### src/rtl/traffic_ctrl_param.sv
// Parametrised two-road traffic-light controller with built-in 1 Hz divider,
// pedestrian walk phase, night flashing-yellow mode and BCD countdowns.
module traffic_ctrl_param #(
    parameter int unsigned CLK_DIV  = 50_000_000,
    parameter int unsigned T_GREEN  = 25,
    parameter int unsigned T_YELLOW = 3,
    parameter int unsigned T_ALLRED = 2,
    parameter int unsigned T_WALK   = 10
) (
    input  logic       s_clk,
    input  logic       rst,
    input  logic       night_mode,
    input  logic       ped_req,
    output logic [2:0] light_1,
    output logic [2:0] light_2,
    output logic [7:0] bcd_1,
    output logic [7:0] bcd_2,
    output logic       ped_walk,
    output logic       tick
);

    localparam int unsigned DIV_W = (CLK_DIV > 2) ? $clog2(CLK_DIV) : 1;
    localparam logic [6:0]  C_G   = 7'(T_GREEN);
    localparam logic [6:0]  C_Y   = 7'(T_YELLOW);
    localparam logic [6:0]  C_AR  = 7'(T_ALLRED);
    localparam logic [6:0]  C_W   = 7'(T_WALK);
    localparam logic [2:0]  L_RED = 3'b100;
    localparam logic [2:0]  L_YEL = 3'b010;
    localparam logic [2:0]  L_GRN = 3'b001;

    typedef enum logic [2:0] {
        S_AR2, S_G1, S_Y1, S_AR1, S_G2, S_Y2, S_WALK, S_NIGHT
    } state_t;

    state_t             r_state, w_state_nxt;
    logic [6:0]         r_cnt, w_cnt_nxt;
    logic [DIV_W-1:0]   r_div;
    logic               r_ped_pend, w_ped_pend_nxt;
    logic               r_next_road2, w_next_road2_nxt;
    logic               r_blink, w_blink_nxt;
    logic               w_tick, w_walk_entry;
    logic [6:0]         w_d1, w_d2, w_p;

    function automatic logic [7:0] to_bcd(input logic [6:0] v);
        return {4'(v / 7'd10), 4'(v % 7'd10)};
    endfunction

    assign w_tick = (r_div == DIV_W'(CLK_DIV - 1));
    assign tick   = w_tick;

    always_ff @(posedge s_clk or posedge rst) begin
        if (rst) begin
            r_div        <= '0;
            r_state      <= S_AR2;
            r_cnt        <= C_AR;
            r_ped_pend   <= 1'b0;
            r_next_road2 <= 1'b0;
            r_blink      <= 1'b1;
        end else begin
            r_div        <= w_tick ? '0 : r_div + DIV_W'(1);
            r_state      <= w_state_nxt;
            r_cnt        <= w_cnt_nxt;
            r_ped_pend   <= w_ped_pend_nxt;
            r_next_road2 <= w_next_road2_nxt;
            r_blink      <= w_blink_nxt;
        end
    end

    // Phase sequencing; everything advances only on tick cycles.
    always_comb begin
        w_state_nxt      = r_state;
        w_cnt_nxt        = r_cnt;
        w_blink_nxt      = r_blink;
        w_next_road2_nxt = r_next_road2;
        w_walk_entry     = 1'b0;
        if (w_tick) begin
            if (r_state == S_NIGHT) begin
                w_blink_nxt = ~r_blink;
                if (!night_mode) begin
                    w_state_nxt = S_AR2;
                    w_cnt_nxt   = C_AR;
                end
            end else if (r_cnt == 7'd1) begin
                case (r_state)
                    S_G1: begin w_state_nxt = S_Y1;  w_cnt_nxt = C_Y;  end
                    S_Y1: begin w_state_nxt = S_AR1; w_cnt_nxt = C_AR; end
                    S_G2: begin w_state_nxt = S_Y2;  w_cnt_nxt = C_Y;  end
                    S_Y2: begin w_state_nxt = S_AR2; w_cnt_nxt = C_AR; end
                    S_AR1, S_AR2: begin
                        if (night_mode) begin
                            w_state_nxt = S_NIGHT;
                            w_blink_nxt = 1'b1;
                        end else if (r_ped_pend) begin
                            w_state_nxt      = S_WALK;
                            w_cnt_nxt        = C_W;
                            w_next_road2_nxt = (r_state == S_AR1);
                            w_walk_entry     = 1'b1;
                        end else begin
                            w_state_nxt = (r_state == S_AR1) ? S_G2 : S_G1;
                            w_cnt_nxt   = C_G;
                        end
                    end
                    S_WALK: begin
                        w_state_nxt = r_next_road2 ? S_G2 : S_G1;
                        w_cnt_nxt   = C_G;
                    end
                    default: ;
                endcase
            end else begin
                w_cnt_nxt = r_cnt - 7'd1;
            end
        end
        // A press coinciding with walk entry stays pending.
        w_ped_pend_nxt = ped_req | (r_ped_pend & ~w_walk_entry);
    end

    // Lamps and countdowns decoded from registered state.
    always_comb begin
        light_1  = L_RED;
        light_2  = L_RED;
        ped_walk = 1'b0;
        w_p      = r_ped_pend ? C_W : 7'd0;
        w_d1     = r_cnt;
        w_d2     = r_cnt;
        case (r_state)
            S_G1:  begin light_1 = L_GRN; w_d2 = r_cnt + C_Y + C_AR + w_p; end
            S_Y1:  begin light_1 = L_YEL; w_d2 = r_cnt + C_AR + w_p; end
            S_AR1: begin
                w_d2 = r_cnt + w_p;
                w_d1 = r_cnt + w_p + C_G + C_Y + C_AR;
            end
            S_G2:  begin light_2 = L_GRN; w_d1 = r_cnt + C_Y + C_AR + w_p; end
            S_Y2:  begin light_2 = L_YEL; w_d1 = r_cnt + C_AR + w_p; end
            S_AR2: begin
                w_d1 = r_cnt + w_p;
                w_d2 = r_cnt + w_p + C_G + C_Y + C_AR;
            end
            S_WALK: begin
                ped_walk = 1'b1;
                if (r_next_road2) w_d1 = r_cnt + C_G + C_Y + C_AR;
                else              w_d2 = r_cnt + C_G + C_Y + C_AR;
            end
            S_NIGHT: begin
                light_1 = {1'b0, r_blink, 1'b0};
                light_2 = {1'b0, r_blink, 1'b0};
            end
            default: ;
        endcase
        bcd_1 = (r_state == S_NIGHT) ? 8'hFF : to_bcd(w_d1);
        bcd_2 = (r_state == S_NIGHT) ? 8'hFF : to_bcd(w_d2);
    end

endmodule

### config.mk
export PLATFORM = sky130hd
export DESIGN_NAME = traffic_ctrl_param
export DESIGN_NICKNAME = d
export VERILOG_FILES = /design/src/rtl/traffic_ctrl_param.sv
export SDC_FILE = /design/constraint.sdc
export NUM_CORES = 1
export LEC_CHECK = 0
export CORE_MARGIN = 2
export CORE_UTILIZATION = 30
export DETAILED_ROUTE_END_ITERATION = 8
export MAX_ROUTING_LAYER = met4
export PLACE_DENSITY = 0.56
export SYNTH_ARGS = -nofsm -noshare
export SYNTH_HDL_FRONTEND = slang
export SYNTH_SLANG_ARGS = --single-unit
### constraint.sdc
create_clock -name s_clk -period 3.85 [get_ports s_clk]
set_input_delay 0.385 -clock s_clk [delete_from_list [all_inputs] [get_ports s_clk]]
set_output_delay 0.385 -clock s_clk [all_outputs]
set_load 0.1 [all_outputs]
---- After elaboration in Yosys (flattened, before gate mapping) ----
Index checks and enable logic that the tools add are counted.
storage, ports and cells
  flip-flop bits (word level) ............. 39
  output and inout port bits .............. 24
  word-level logic and storage cells ...... 89
operators by class
  add/subtract/negate cells ............... 14
  div/mod/pow operators ................... 4
  eq/ne operators ......................... 12
  muxes and demuxes ....................... 35
  bitwise logic cells ..................... 6
  reductions and logical operators ........ 12
operator list
  cell                                                                   number
  7-bit one-hot mux with 5 select lines                                  2
  7-bit by 2-bit adder with 7-bit output, second input constant          7
  7-bit two-way mux                                                      6
  7-bit one-hot mux with 4 select lines                                  1
  26-bit by 1-bit adder with 26-bit output, second input constant        1
  26-bit equality test, second input constant                            1
  26-bit two-way mux                                                     1
  7-bit by 4-bit adder with 7-bit output                                 3
  3-bit two-way mux                                                      7
  3-bit one-hot mux with 3 select lines                                  2
  3-bit one-hot mux with 6 select lines                                  1
  8-bit two-way mux                                                      2
  7-bit by 5-bit adder with 7-bit output, second input constant          2
  7-bit by 4-bit divider with 7-bit output, second input constant        2
  7-bit by 4-bit modulo with 7-bit output, second input constant         2
  3-bit equality test, second input constant                             4
  4-bit AND reduction                                                    3
  1-bit two-way mux                                                      11
  7-bit by 1-bit equality test with 1-bit output, second input constant  1
  7-bit nonzero test                                                     1
  7-bit by 1-bit subtractor with 7-bit output, second input constant     1
  3-bit by 2-bit equality test with 1-bit output, second input constant  2
  6-bit by 4-bit != test with 1-bit output, second input constant        1
  6-bit AND reduction                                                    1
  11 further kinds                                                       18

---- Logic depth before layout (Yosys ltp) ----
  word-level depth ........................ 9
  depth in mapped cells ................... 20
  gate-level depth less buffers ........... 19

---- Least setup slack after synthesis ----
No wires, ideal clock.
  kind .................................... reg2out
  start point ............................. register r_state[2]
  end point ............................... output bcd_2[6]
  arrival time ............................ 6118 ps
  path slack .............................. -2653 ps
  cell stages (with the launch flop) ...... 8
  path buffers ............................ 2
  cell sequence ........................... dfrtp_1 -> buf_4 -> inv_1 -> buf_2 -> nor2_1 -> a221oi_2 -> o31a_1 -> o311ai_0
between the ends
  word-level cells in the longest chain between the ends .. 4
  elaborated cells on any way between the ends .. 9
  those cells by class .................... 1 x div; 5 x eq/ne; 2 x mux; 1 x reduce/logical
ends and longest elaborated chain
  element                                            RTL line  source
  start: declaration                                 35        state_t r_state, w_state_nxt;
  start signal: assignment                           61        r_state <= w_state_nxt;
  3-bit equality test, or another cell as far along  125       case (r_state)
  7-bit one-hot mux with 5 select lines              125
  7-bit by 4-bit divider with 7-bit output           45        return {4'(v / 7'd10), 4'(v % 7'd10)};
  8-bit two-way mux *                                150       bcd_2 = (r_state == S_NIGHT) ? 8'hFF : to_bcd(w_d2);
  end: declaration                                   17        output logic [7:0] bcd_2,
Every way passes the cells marked *; elsewhere a longest branch is shown, timed or not.

---- Final worst setup path ----
  start point ............................. register r_cnt[1]
  end point ............................... output bcd_1[4]
between the ends
  word-level cells in the longest chain between the ends .. 7
  elaborated cells on any way between the ends .. 16
  those cells by class .................... 12 x add/sub; 1 x div; 3 x mux
ends and longest elaborated chain
  element                                                                                           RTL line       source
  start: declaration                                                                                36             logic [6:0] r_cnt, w_cnt_nxt;
  start signal: assignment                                                                          62             r_cnt <= w_cnt_nxt;
  7-bit by 4-bit adder with 7-bit output or 7-bit by 5-bit adder with 7-bit output (tied branches)  130, 135, 140
  7-bit by 5-bit adder with 7-bit output or 7-bit by 2-bit adder with 7-bit output (tied branches)  130, 140
  7-bit by 2-bit adder with 7-bit output, on equally long branches                                  130, 140
  7-bit by 2-bit adder with 7-bit output or 7-bit two-way mux (tied branches)                       130, 140
  7-bit one-hot mux with 5 select lines *                                                           125
  7-bit by 4-bit divider with 7-bit output *                                                        45
  8-bit two-way mux *                                                                               149            bcd_1 = (r_state == S_NIGHT) ? 8'hFF : to_bcd(w_d1);
  end: declaration                                                                                  16             output logic [7:0] bcd_1,
Marks and branches as above.

==> results by group <==
Run status
  • Result of the run: complete, but fails checks
  • Failing checks: negative setup slack

STA
  • Number of slew-limit violations in the final report: 0
  • Actual slew at the worst max-slew pin: 0.595 ns
  • Setup-violating endpoint count in the final report: 11
  • Clock period minus worst slack: 4.54 ns
  • Maximum achievable frequency: 220 MHz
  • Clock tree skew after final layout: 0.00491 ns
  • Crit share post-route: 118%
  • Final setup margin: -0.688 ns
  • Total count of hold-check failures in the final report: 0
  • Headroom to the max-slew limit: 60.2%
  • Unrepaired setup endpoints after global routing: true

Clocking
  • TritonCTS clock tree: built
  • Number of clock sinks: 39
  • Inserted Clock Buffers: 5
  • Maximum clock path buffer count: 2
  • Clk slew on worst S/H paths: 0.06 ns
  • CTS Root Buffer Type: clkbuf_16
  • Number of levels in the clock H-tree: 2
  • Clock Latency Late Sink: 0.29 ns

Layout
  • Inserted Diodes: 0
  • Final core utilization: 45.8%
  • NumNets Final: 752
  • Register area: 980 um2
  • Area overhead of the layout relative to synthesis: 50.3%
  • Area taken by multi-input logic gates: 0.00362 mm2
  • Non-Filler Cell Area, Final: 0.00661 mm2
  • Layout cells sized above 1: 37.4%
  • Filler Cells Inserted: 1400

Worst setup path
  • Startpoint of the worst-slack reg-to-reg timing path: r_state[2]
  • Startpoint kind of the worst setup timing path: register
  • Setup crit end kind: output port
  • Maximum net fanout on the critical path: 3
  • Required time of the critical path: 3.46 ns
  • Data arrival time at the worst-slack endpoint: 4.15 ns
  • R2r endpoint: r_cnt[5]
  • Reg2reg path depth: 9
  • Critical path start-end classification: reg -> out
  • R2r setup slk: 0.89 ns

Global routing
  • Gr ovfl total: 0
  • Wire length of the first global-routing pass: 25200 um
  • Maximum number of pins on one net before global-route repair: 40
  • Total GRT Usage: 20.1%
  • Initial antenna violation count: 0
  • Via count of the first global-routing pass: 4911

Synthesis
  • Post-synth top area share: 21.1%
  • Simple-gate share of the synthesized area: 29.8%
  • Async set-reset flop share out of synthesis: 100%
  • Most used standard cell by instance count after synthesis: nor2_1
  • Synthesized instance count: 590
  • Ranking of synthesized cells by area: dfrtp_1, nor2_1, nand2_1
  • Net Count, Synth: 611
  • Number of flops mapped to enable cells by yosys: 0
  • Synthesized area per cell: 7.45 um2
  • Top cells by instance count after synthesis: nor2_1, nand2_1, a21oi_1, o21ai_0, dfrtp_1
  • Adder-Cell Fraction of Synth Area: 5.69%
  • Area fraction in compound gates after synthesis: 25.3%
  • Register bit count reported by yosys: 39
  • Dominant combinational cell family by area after synthesis: simple AND/OR/NAND/NOR gates
  • Cell variety after synth: 88
  • Mux share of post-synthesis cell area: 1.37%
  • Cell taking the most area after synthesis: dfrtp_1
  • Post-synthesis xor/xnor area fraction: 9.87%
  • Netlist area before placement: 0.00440 mm2
  • Synth warnings: 0
  • Top flip-flop cell by instance count after synthesis: dfrtp_1
  • Sequential-to-total area share from yosys stat: 22.3%

Drt
  • Wire per inst: 16.6 um
  • Total wire length after detailed routing: 15200 um
  • Avg Vias per Cell: 5.34
  • DRC violations left: 0
  • Final ANT Viol Nets: 0
  • TritonRoute pass-1 iters: 4
  • Vias after detailed routing: 4887
  • DRC violation total after the first TritonRoute iteration: 353

Power
  • Power after layout: 0.909 mW
  • Pwr Density: 138 mW/mm2
  • VDD IR-drop max: 0.286 mV
  • Lkg Pwr: 2.82 nW

Floorplanning
  • Die X: 125 um
  • Ports: 28
  • DIE HEIGHT: 125 um
  • Initial standard-cell utilization of the core: 30.5%
  • Die area: 0.0156 mm2
  • Std-Cell Core Area: 0.0144 mm2
  • Row cnt: 44

Hold path
  • Hold/Removal Path Class: reg -> reg
  • Worst Hold Launch: r_div[0]
  • Worst hold endpoint: r_div[0]
  • Cell depth of the worst min-delay path: 1

Place
  • Placed inst area: 0.00613 mm2
  • Post-detailed-placement half-perimeter wirelength: 12000 um
  • Count of input and output buffers: 27
  • Weighted congestion at the end of routability-driven global placement: 0.990

Job
  • # Max-Cap Violations: 0
worst max path at each step:
| stage | from | to |
|---|---|---|
| global placement | r_cnt[1] | bcd_1[4] |
| finish | r_cnt[1] | bcd_1[4] |
| detailed placement | r_cnt[1] | bcd_1[4] |
| global route | r_cnt[1] | bcd_1[4] |
| CTS | r_cnt[1] | bcd_1[4] |
| floorplan | r_cnt[1] | bcd_1[3] |
cell usage in the layout, fill, tap and decap left out, types with 6 or more instances in the layout:
| cell | Yosys | layout |
|---|---|---|
| ha_1 | 16 | 7 |
| o21ai_0 | 42 | 34 |
| nor3_1 | 21 | 15 |
| nand3_1 | 22 | 21 |
| nor2_1 | 67 | 61 |
| inv_1 | 22 | 18 |
| buf_12 | 0 | 16 |
| nand2b_1 | 10 | 9 |
| nand4_1 | 11 | 11 |
| and3_1 | 10 | 9 |
| dfrtp_1 | 37 | 36 |
| buf_4 | 2 | 147 |
| xnor2_1 | 28 | 26 |
| a211oi_1 | 8 | 7 |
| ha_4 | 0 | 7 |
| clkbuf_16 | 0 | 6 |
| nand2_1 | 66 | 63 |
| nor2b_1 | 6 | 6 |
| a21oi_1 | 42 | 35 |
| nor3_2 | 2 | 7 |
| xor2_1 | 16 | 16 |
sequential cells by signal (all words and copies together) (netlist names):
register / count
r_blink: 1
r_ped_pend: 1
r_next_road2: 1
r_div: 26
r_cnt: 7
r_state: 3
report_power, final:
part           leakage (nW)  internal (mW)          switching, mW
Clock                0.0844          0.309                  0.177
Sequential            0.502          0.410  0.0000000000000000118
Combinational          2.24        0.00362                0.00970
cell type report:
class                      count  share of cell area [%]
multi-input combinational    493                    54.8
timing repair buffer         170                    22.9
sequential                    39                    14.8
tap                          184                    3.48
clock buffer                   5                    1.89
inverter                      22                    1.38
clock inverter                 3                   0.719
cells by family (layout without fill, tap and decap cells):
group           Yosys count  after routing
fa+ha+maj                20             20
compound gates          161            161
buf+inv                  58            200
mux                       6              6
flops                    39             39
xor+xnor                 47             47
simple gates            259            259
critical path: stages, from the launching register on:
cell       delay, ns
dfstp_2         0.59
inv_4           0.06
ha_4            0.15
inv_2           0.05
ha_4            0.13
ha_4            0.14
nand3_2         0.06
o2bb2ai_2       0.15
o221a_1         0.26
or3_4           0.38
o22ai_4         0.19
buf_6           0.14
nor3_1          0.05
a32o_1          0.25
or3_4           0.37
and3_1          0.17
or4_4           0.52
buf_12          0.18
metrics by stage:
stage,setup TNS [ns],hold slack [ns],instances,setup slack (ns)
after floorplan,-4.31,0.433,590,-0.877
after global placement,-1.90,0.445,901,-0.338
after global routing,-6.66,0.501,916,-0.811
final,-4.73,0.463,916,-0.688
after CTS,-4.68,0.472,914,-0.697
after detailed placement,-2.65,0.464,901,-0.441
repair_timing:
| item | in CTS | in global routing |
|---|---|---|
| setup buffers | 5 | 2 |
| hold buffers | 0 | 0 |
| resized for setup | 30 | 21 |
| pin swaps | 14 | 8 |
| endpoints found under the setup margin | 12 | 12 |
layer usage:
metal / global-route usage, % / vias to the layer above / wire length, um
met5: - / - / 0
met3: 2.31 / 26 / 676
met4: 5.10 / 0 / 285
met1: 26.1 / 2324 / 6830
li1: - / 2408 / -
met2: 33.3 / 129 / 7400
No activity file was read; power rests on OpenSTA's default activity.
